`src/rtl/muu_ht_pkg.sv`:
```
// Shared types and field-offset helpers for the MUU hash-table read issuer.
package muu_ht_pkg;

  typedef enum logic [1:0] {
    ST_IDLE   = 2'd0,
    ST_ISSUE  = 2'd1,
    ST_OUTPUT = 2'd2
  } ht_state_e;

  localparam int DEF_KEY_WIDTH  = 128;
  localparam int DEF_META_WIDTH = 96;
  localparam int DEF_USER_BITS  = 3;

  // Opcodes 0 and 7 go straight to the compare stage without bucket reads.
  localparam logic [15:0] DEF_SKIP_OPCODE_MASK = 16'h0081;

  // Field offsets inside a request word {hash, user, key/meta} for the default widths.
  localparam int USER_LSB = DEF_KEY_WIDTH + DEF_META_WIDTH;
  localparam int HASH_LSB = USER_LSB + DEF_USER_BITS;
  localparam int OPC_LSB  = DEF_KEY_WIDTH + DEF_META_WIDTH - 8;

  // Same offsets for arbitrary widths, used by parametrised instances.
  function automatic int user_lsb(input int key_w, input int meta_w);
    return key_w + meta_w;
  endfunction

  function automatic int hash_lsb(input int key_w, input int meta_w, input int user_w);
    return key_w + meta_w + user_w;
  endfunction

  function automatic int opc_lsb(input int key_w, input int meta_w);
    return key_w + meta_w - 8;
  endfunction

endpackage

```
`src/rtl/muu_rr_arbiter.sv`:
```
// Combinational round-robin arbiter: the search starts one past the last grant.
module muu_rr_arbiter #(
  parameter int N     = 2,
  parameter int IDX_W = (N > 1) ? $clog2(N) : 1
) (
  input  logic [N-1:0]     req,
  input  logic [IDX_W-1:0] last_grant,
  output logic [N-1:0]     grant,
  output logic [IDX_W-1:0] grant_idx
);

  logic found;

  // Walk offsets 1..N from last_grant; the first requesting channel wins.
  always_comb begin
    grant     = '0;
    grant_idx = '0;
    found     = 1'b0;
    for (int i = 1; i <= N; i++) begin
      for (int j = 0; j < N; j++) begin
        if (!found && (j == ((int'(last_grant) + i) % N)) && req[j]) begin
          found     = 1'b1;
          grant[j]  = 1'b1;
          grant_idx = IDX_W'(j);
        end
      end
    end
  end

endmodule

```
`src/rtl/muu_ht_read_nway.sv`:
```
// Hash-table read issuer: arbitrates request channels, issues NUM_WAYS bucket
// reads per request, then forwards the request word to the compare stage.
module muu_ht_read_nway
  import muu_ht_pkg::*;
#(
  parameter int          KEY_WIDTH        = DEF_KEY_WIDTH,
  parameter int          META_WIDTH       = DEF_META_WIDTH,
  parameter int          HASHADDR_WIDTH   = 64,
  parameter int          MEMADDR_WIDTH    = 21,
  parameter int          USER_BITS        = DEF_USER_BITS,
  parameter int          NUM_CH           = 2,
  parameter int          NUM_WAYS         = 2,
  parameter logic [15:0] SKIP_OPCODE_MASK = DEF_SKIP_OPCODE_MASK,
  parameter int          RDCMD_WIDTH      = 32,
  localparam int         W                = KEY_WIDTH + META_WIDTH + USER_BITS + HASHADDR_WIDTH
) (
  input  logic                   clk,
  input  logic                   rst,
  input  logic [NUM_CH*W-1:0]    in_data,
  input  logic [NUM_CH-1:0]      in_valid,
  output logic [NUM_CH-1:0]      in_ready,
  output logic [W-1:0]           output_data,
  output logic                   output_valid,
  input  logic                   output_ready,
  output logic [RDCMD_WIDTH-1:0] rdcmd_data,
  output logic                   rdcmd_valid,
  input  logic                   rdcmd_ready,
  output logic [31:0]            req_count
);

  localparam int USER_OFS = user_lsb(KEY_WIDTH, META_WIDTH);
  localparam int HASH_OFS = hash_lsb(KEY_WIDTH, META_WIDTH, USER_BITS);
  localparam int OPC_OFS  = opc_lsb(KEY_WIDTH, META_WIDTH);
  localparam int SLICE_W  = HASHADDR_WIDTH / NUM_WAYS;
  localparam int LOW_W    = MEMADDR_WIDTH - USER_BITS;
  localparam int CH_W     = (NUM_CH > 1) ? $clog2(NUM_CH) : 1;
  localparam int K_W      = (NUM_WAYS > 1) ? $clog2(NUM_WAYS) : 1;

  ht_state_e           state_q, state_d;
  logic [W-1:0]        hold_q;
  logic [CH_W-1:0]     last_grant;
  logic [K_W-1:0]      k;
  logic [NUM_CH-1:0]   arb_req;
  logic [NUM_CH-1:0]   grant;
  logic [CH_W-1:0]     grant_idx;
  logic [W-1:0]        sel_data;
  logic                skip;
  logic                take;
  logic                last_way;
  logic [LOW_W-1:0]    rd_low;
  logic [MEMADDR_WIDTH-1:0] rd_addr;

  // A new request may only be granted while nothing is being issued or forwarded.
  assign arb_req = in_valid & {NUM_CH{!output_valid && !rdcmd_valid}};

  muu_rr_arbiter #(
    .N     (NUM_CH),
    .IDX_W (CH_W)
  ) u_arb (
    .req        (arb_req),
    .last_grant (last_grant),
    .grant      (grant),
    .grant_idx  (grant_idx)
  );

  // Pick the granted channel's word; non-granted channels are never looked at.
  always_comb begin
    sel_data = '0;
    for (int c = 0; c < NUM_CH; c++) begin
      if (grant[c]) sel_data = in_data[c*W +: W];
    end
  end

  assign skip     = SKIP_OPCODE_MASK[sel_data[OPC_OFS +: 4]];
  assign last_way = (k == K_W'(NUM_WAYS - 1));

  // Select the low address bits of the current way's hash slice.
  always_comb begin
    rd_low = '0;
    for (int w = 0; w < NUM_WAYS; w++) begin
      if (k == K_W'(w)) rd_low = hold_q[HASH_OFS + w*SLICE_W +: LOW_W];
    end
  end

  assign rd_addr      = {hold_q[USER_OFS +: USER_BITS], rd_low};
  assign rdcmd_valid  = (state_q == ST_ISSUE);
  assign rdcmd_data   = rdcmd_valid ? RDCMD_WIDTH'(rd_addr) : '0;
  assign output_valid = (state_q == ST_OUTPUT);
  assign output_data  = hold_q;

  // Next-state logic and the one-cycle acceptance pulse.
  always_comb begin
    state_d  = state_q;
    take     = 1'b0;
    in_ready = '0;
    unique case (state_q)
      ST_IDLE: begin
        if (|grant) begin
          take     = 1'b1;
          in_ready = grant;
          state_d  = skip ? ST_OUTPUT : ST_ISSUE;
        end
      end
      ST_ISSUE: begin
        if (rdcmd_ready && last_way) state_d = ST_OUTPUT;
      end
      ST_OUTPUT: begin
        if (output_ready) state_d = ST_IDLE;
      end
      default: state_d = ST_IDLE;
    endcase
  end

  // State, captured request, arbitration pointer, way counter and request count.
  always_ff @(posedge clk) begin
    if (rst) begin
      state_q    <= ST_IDLE;
      hold_q     <= '0;
      last_grant <= CH_W'(NUM_CH - 1);
      k          <= '0;
      req_count  <= '0;
    end else begin
      state_q <= state_d;
      if (take) begin
        hold_q     <= sel_data;
        last_grant <= grant_idx;
        req_count  <= req_count + 32'd1;
        k          <= '0;
      end else if (rdcmd_valid && rdcmd_ready) begin
        k <= k + 1'b1;
      end
    end
  end

endmodule
```
`config.mk`:
```
export PLATFORM = sky130hd
export DESIGN_NAME = muu_ht_read_nway
export DESIGN_NICKNAME = d
export VERILOG_FILES = /design/src/rtl/muu_ht_pkg.sv /design/src/rtl/muu_rr_arbiter.sv /design/src/rtl/muu_ht_read_nway.sv
export SDC_FILE = /design/constraint.sdc
export NUM_CORES = 1
export LEC_CHECK = 0
export CAP_MARGIN = 15
export CORE_AREA = 2 2 367 369
export CTS_CLUSTER_DIAMETER = 120
export DETAILED_ROUTE_END_ITERATION = 7
export DIE_AREA = 0 0 369 371
export PLACE_DENSITY_LB_ADDON = 0.12
export SLEW_MARGIN = 20
export SYNTH_ARGS = -nofsm -noshare
export SYNTH_HDL_FRONTEND = slang
export SYNTH_SLANG_ARGS = --single-unit
```
`constraint.sdc`:
```
create_clock -name clk -period 2.23 [get_ports clk]
set_clock_uncertainty 0.2 [all_clocks]
set_input_delay 0.669 -clock clk [delete_from_list [all_inputs] [get_ports clk]]
set_output_delay 0.669 -clock clk [all_outputs]
set_load 0.01 [all_outputs]
```
; After elaboration in Yosys (flattened, before gate mapping)
; Memories as Yosys holds them, arrays and structs flattened.
; Index checks and enable logic that the tools add are counted.
[totals]
mem_bits_rw = 0
ff_bits = 327
n_memories = 1
mem_bits_ro = 16
latch_bits = 0
out_inout_bits = 359
word_cells = 64
[op_classes]
mux = 22
eq_ne = 7
magnitude_cmp = 1
reduce_logical = 21
shift = 0
add_sub_neg = 4
mul = 0
bitwise_logic = 3
div_mod_pow = 0
[memory_table]
columns = name, words, width, rd, rd_ports_with_merged_regs, wr, line
row1 = (name not given), 16, 1, 1, 0, 0, muu_ht_read_nway.sv:74  ; assign skip = SKIP_OPCODE_MASK[sel_data[OPC_OFS +: 4]];
[ops]
columns = operator, n
row1 = $mux W291, 2
row2 = $logic_not A32 Y1, 2
row3 = $add A32 B1 Y32 const B, 1
row4 = $mux W21, 1
row5 = $mux W18, 1
row6 = $mux W2, 6
row7 = $mux W1, 11
row8 = $logic_and A1 B1 Y1, 10
row9 = $pmux W2 S3, 1
row10 = $logic_not A1 Y1, 5
row11 = $lt A4 B5 Y1 const B, 1
row12 = $eq A2 B2 Y1 const A, 2
row13 = $ne A2 B1 Y1 const B, 2
row14 = $reduce_or A2 Y1, 2
row15 = $add A1 B1 Y1 const B, 3
row16 = $reduce_and A3 Y1, 1
row17 = $and A1 B1 Y1 const A, 2
row18 = $and A2 B2 Y2, 1
row19 = $eq A2 B1 Y1 const B, 1
row20 = $eq A2 B2 Y1 const B, 1
row21 = $logic_not A2 Y1, 1
row22 = $ne A2 B2 Y1 const B, 1

; Logic depth before layout (Yosys ltp)
[depth]
word_depth = 24
ltp_mapped = 9
depth_no_buf = 7

; Cells and area by module
; A second synthesis with hierarchy kept.
[unflattened]
hier_cells = 1587
area_unflattened_um2 = 13837.0
[modules_own_cells]
columns = mod, cells_each, n_inst, seq_area_each_um2, area_each_um2
row1 = muu_ht_read_nway, 1583, 1, 6546.3, 13810.7
row2 = muu_rr_arbiter, 4, 1, 0.0, 26.3

; Worst setup path before layout
; OpenSTA, ideal clock, no wires.
[synth_timing]
path_kind = reg-to-output
startpoint = register state_q[0]
endpoint = output port in_ready[1]
path_buffers = 3
arrival_ps = 1474
slack_ps = -113
stages_incl_launch_ff = 8
cell_sequence = dfxtp_1 -> inv_1 -> ha_1 -> buf_2 -> and2b_1 -> buf_6 -> buf_6 -> and2_1
[synth_between]
elab_chain_len = 21
word_cells_on_any_way = 26
cone_classes = eq/ne: 2 / mux: 8 / bitwise: 1 / reduce/logical: 15
[synth_rtl]
columns = item, line
row1 = from (decl), muu_ht_read_nway.sv:39  ; ht_state_e state_q, state_d;
row2 = from (signal assigned), muu_ht_read_nway.sv:123  ; state_q <= state_d;
row3 = $eq A2 B2 Y1 or $eq A2 B1 Y1 (tied branches), "muu_ht_read_nway.sv:88, muu_ht_read_nway.sv:86"
row4 = $logic_not A1 Y1, muu_ht_read_nway.sv:54  ; assign arb_req = in_valid & {NUM_CH{!output_valid && !rdcmd_valid}};
row5 = $logic_and A1 B1 Y1, muu_ht_read_nway.sv:54
row6 = $and A2 B2 Y2, muu_ht_read_nway.sv:54
row7 = $logic_and A1 B1 Y1, muu_rr_arbiter.sv:21  ; if (!found && (j == ((int'(last_grant) + i) % N)) && req[j]) begin
row8 = $mux W1, muu_rr_arbiter.sv:21
row9 = $logic_not A1 Y1, muu_rr_arbiter.sv:21
row10 = $logic_and A1 B1 Y1 (2 in series), muu_rr_arbiter.sv:21
row11 = [2 not listed], -
row12 = $logic_and A1 B1 Y1 (2 in series), muu_rr_arbiter.sv:21
row13 = $mux W1, muu_rr_arbiter.sv:21
row14 = $logic_not A1 Y1, muu_rr_arbiter.sv:21
row15 = $logic_and A1 B1 Y1 (2 in series), muu_rr_arbiter.sv:21
row16 = $mux W1, muu_rr_arbiter.sv:21
row17 = $reduce_or A2 Y1, muu_ht_read_nway.sv:98  ; if (|grant) begin
row18 = $mux W2, muu_ht_read_nway.sv:98
row19 = $mux W2 *, muu_ht_read_nway.sv:96  ; unique case (state_q)
row20 = to (decl), muu_ht_read_nway.sv:21  ; output logic [NUM_CH-1:0] in_ready,
; Every way passes the cells marked *; elsewhere a longest branch is shown, timed or not.

; Final worst setup path
[layout_timing]
startpoint = register state_q[1]
endpoint = output port rdcmd_data[4]
[layout_between]
elab_chain_len = 2
[layout_rtl]
columns = item, line
row1 = $eq A2 B1 Y1, muu_ht_read_nway.sv:86  ; assign rdcmd_valid = (state_q == ST_ISSUE);
row2 = $mux W21, muu_ht_read_nway.sv:87  ; assign rdcmd_data = rdcmd_valid ? RDCMD_WIDTH'(rd_addr) : '0;
row3 = to (decl), muu_ht_read_nway.sv:25  ; output logic [RDCMD_WIDTH-1:0] rdcmd_data,
; Every way passes these cells.

==> impl_metrics.json <==
{
  "status": "finished with violations",
  "violations": "negative setup slack",
  "post-route-period-util_pct": 121,
  "fin_crit_ns": 2.71,
  "placed_cell_area_sq_um": 27800,
  "yosysSeqAreaShare_pct": 42.1,
  "rr_startpoint": "state_q[1]",
  "synth_cells": 1588,
  "track_usage_pct": 14.9,
  "critical-path-top-delay-family": "buffers and inverters",
  "powerDensity_nw_per_um2": 1540,
  "synth_edf_count": 0,
  "slew_headroom_pct": 64.2,
  "crit_path_end_kind": "primary output",
  "finalSetupViolCount": 345,
  "synth.area.mux_share_pct": 1.16,
  "dp_hpwl_um": 76900,
  "start_util_pct": 11.7,
  "cts_max_level": 2,
  "mostFrequentLayoutCells": "clkdlybuf4s50_1 (585), nor2_1 (306), dfxtp_1 (303)",
  "root_buffer": "clkbuf_16",
  "yosys.area.top_type": "dfxtp_1",
  "synth_area_leaders": "dfxtp_1 (42%), a221oi_2 (22%), nor3_1 (9.4%)",
  "fmax_mhz": 370,
  "min-delay-path-class": "reg2reg",
  "synth_top_family_by_area": "compound AO/OA/AOI/OAI gates",
  "die_y_um": 371,
  "startpoint": "state_q[1]",
  "worst_slew_pin_slew_ns": 0.537,
  "synth_fa_ha_area_share_pct": 0.322,
  "final_layout_size_suffix_gt1_share_pct": 35.5,
  "antenna_found_initial": 6,
  "crit_top_cell": "buf_6",
  "synth_compound_area_share_pct": 26.5,
  "slowest_delay_ns": 0.33,
  "viasPerCell": 3.86,
  "synth-simple-area-share_pct": 20.9,
  "critical_path.max_fanout": 5,
  "cts_sinks": 327,
  "synth-xor-area-share_pct": 1.75,
  "routedWlPerCell_um": 24.1,
  "min_from": "output_data[160]",
  "drt_wl_total_um": 109000,
  "cts_buffers": 48,
  "num_rows": 134,
  "maxSlewViolCount": 0,
  "cp-start-kind": "flop",
  "final.setup.tns_ns": -65.08,
  "via_count": 17400,
  "max_cap_viol_count": 0,
  "fill_cells": 14100,
  "critical_path_arrival_ns": 1.84,
  "async_reset_ff_share_pct": 0,
  "cts_hold_buffers": 0,
  "crit_type": "reg2out",
  "place_ws_ns": -0.883,
  "antenna_left": 0,
  "grt_overflow": 0,
  "syn_area_sq_um": 15500,
  "grt_max_degree": 50,
  "crit_buf_inv": 5,
  "holdWs_ns": 0.284,
  "core_area_sq_um": 133000,
  "path_cells": "inv_2 > buf_6 > ha_4 > buf_12 > buf_16 > nor2b_2 > buf_6",
  "grt_pass1_vias": 18600,
  "gp_congestion": 0.844,
  "layout_commonest_cell": "clkdlybuf4s50_1",
  "report.final.hold_viol_count": 0,
  "drt_iter0_drc": 557,
  "clk_pin_slew_ns": 0.06,
  "portBuffers": 935,
  "ys_types": 43,
  "insertion_delay_ns": 0.62,
  "cts_tree": "yes",
  "syn_area_per_cell_sq_um": 9.78,
  "ys_ff_latch": 327,
  "ios": 947,
  "ys.flop_type": "dfxtp_1",
  "drc": 0,
  "die_w_um": 369,
  "irDropWorstVdd_mv": 0.606,
  "ys_warn_count": 0,
  "synth.top_cell.area_share_pct": 42.1,
  "grt_pass1_wl_um": 146000,
  "dr.pass1.iters": 4,
  "utilization_pct": 26.5,
  "setup_slack_ns": -0.476,
  "syn_to_final_growth_pct": 126,
  "rsz0062_at_grt": "true",
  "finalInstanceArea_sq_um": 35200,
  "clk_path_buf_depth": 3,
  "nNetsFinal": 3298,
  "leakagePower_nw": 13.3,
  "worstPathRequired_ns": 1.36,
  "slowest_stage": "dfxtp_2",
  "fp.dieArea_sq_um": 137000
}
[final cells by class]
cell class	instances	area (sq um)	area share (%)
clock inverters	13	150	0.427
repair buffers	1241	13600	38.7
flip-flops and latches	327	6590	18.7
inverters	6	22.5	0.0640
multi-input cells	1082	11100	31.6
clock buffers	74	1460	4.15
diodes	5	12.5	0.0356
well taps	1768	2210	6.29
[sequential cells by signal, indices dropped and copies added (netlist names)]
signal / cells
last_grant: 1
req_count: 32
output_data: 291
state_q: 2
k: 1
[what timing repair did]
action,4_1_cts,5_1_grt
pin swaps,43,137
endpoints found under the setup margin,664,372
resized for setup,1106,315
setup buffers,65,30
gates cloned,50,15
[metal layers]
layer  global-route usage (%)  wire length [um]
met1                     16.8             42400
met2                     26.6             55400
met3                     4.76              7700
met4                     4.87              3430
met5                        0                48
[power breakdown]
group          switching (mW)  total (mW)  internal (mW)
Clock                    3.13        7.86           4.73
Sequential               1.04        8.78           7.73
Combinational            18.6        37.4           18.8
Total                    22.7        54.0           31.3
[worst reg2reg max path, cell delays in order (launching register included)]
cell,delay [ns]
dfxtp_2,0.33
inv_2,0.04
buf_4,0.13
ha_4,0.22
buf_6,0.12
o21bai_4,0.19
or2_4,0.30
buf_12,0.17
buf_16,0.18
buf_12,0.17
a221oi_4,0.23
nor3_2,0.07
[path summary, 6_finish.rpt]
kind | cells after the start | slack (ns) | to
max | 7 | -0.48 | rdcmd_data[4]
min | 2 | 0.28 | output_data[160]
max reg2reg | 11 | -0.27 | output_data[240]
min reg2reg | 2 | 0.28 | output_data[160]
[cells by family (layout without fill, tap and decap cells)]
kind of cell	after synthesis	after routing
AO/OA/AOI/OAI	309	309
flip-flops	327	327
AND/OR/NAND/NOR	708	709
multiplexers	18	18
other	1	16
XOR/XNOR	31	31
buffers and inverters	190	1334
adder cells (fa/ha/maj)	4	4
[through the flow]
stage	power [mW]	instances
floorplan	21.4	1598
global placement	32.5	4305
detailed placement	32.7	4305
CTS	52.4	4497
global route	57.3	4513
finish	54.0	4516
[synth_stat cells, types with 2 or more instances]
library cell	number
dfxtp_1	327
buf_4	16
nand2_1	13
a21oi_1	7
nor2_1	327
buf_1	2
xor2_1	26
a32oi_1	4
nor4_4	2
buf_6	31
mux2i_1	18
and3_1	5
xnor2_1	5
and2_1	7
o21ai_0	4
ha_1	4
clkbuf_1	51
nor2b_1	26
clkbuf_4	2
inv_1	6
and4_1	4
nand4_1	11
a221oi_1	56
a221oi_2	231
buf_2	82
nor3_1	291
nand3_1	14
Power figures use the tool's default switching activity.
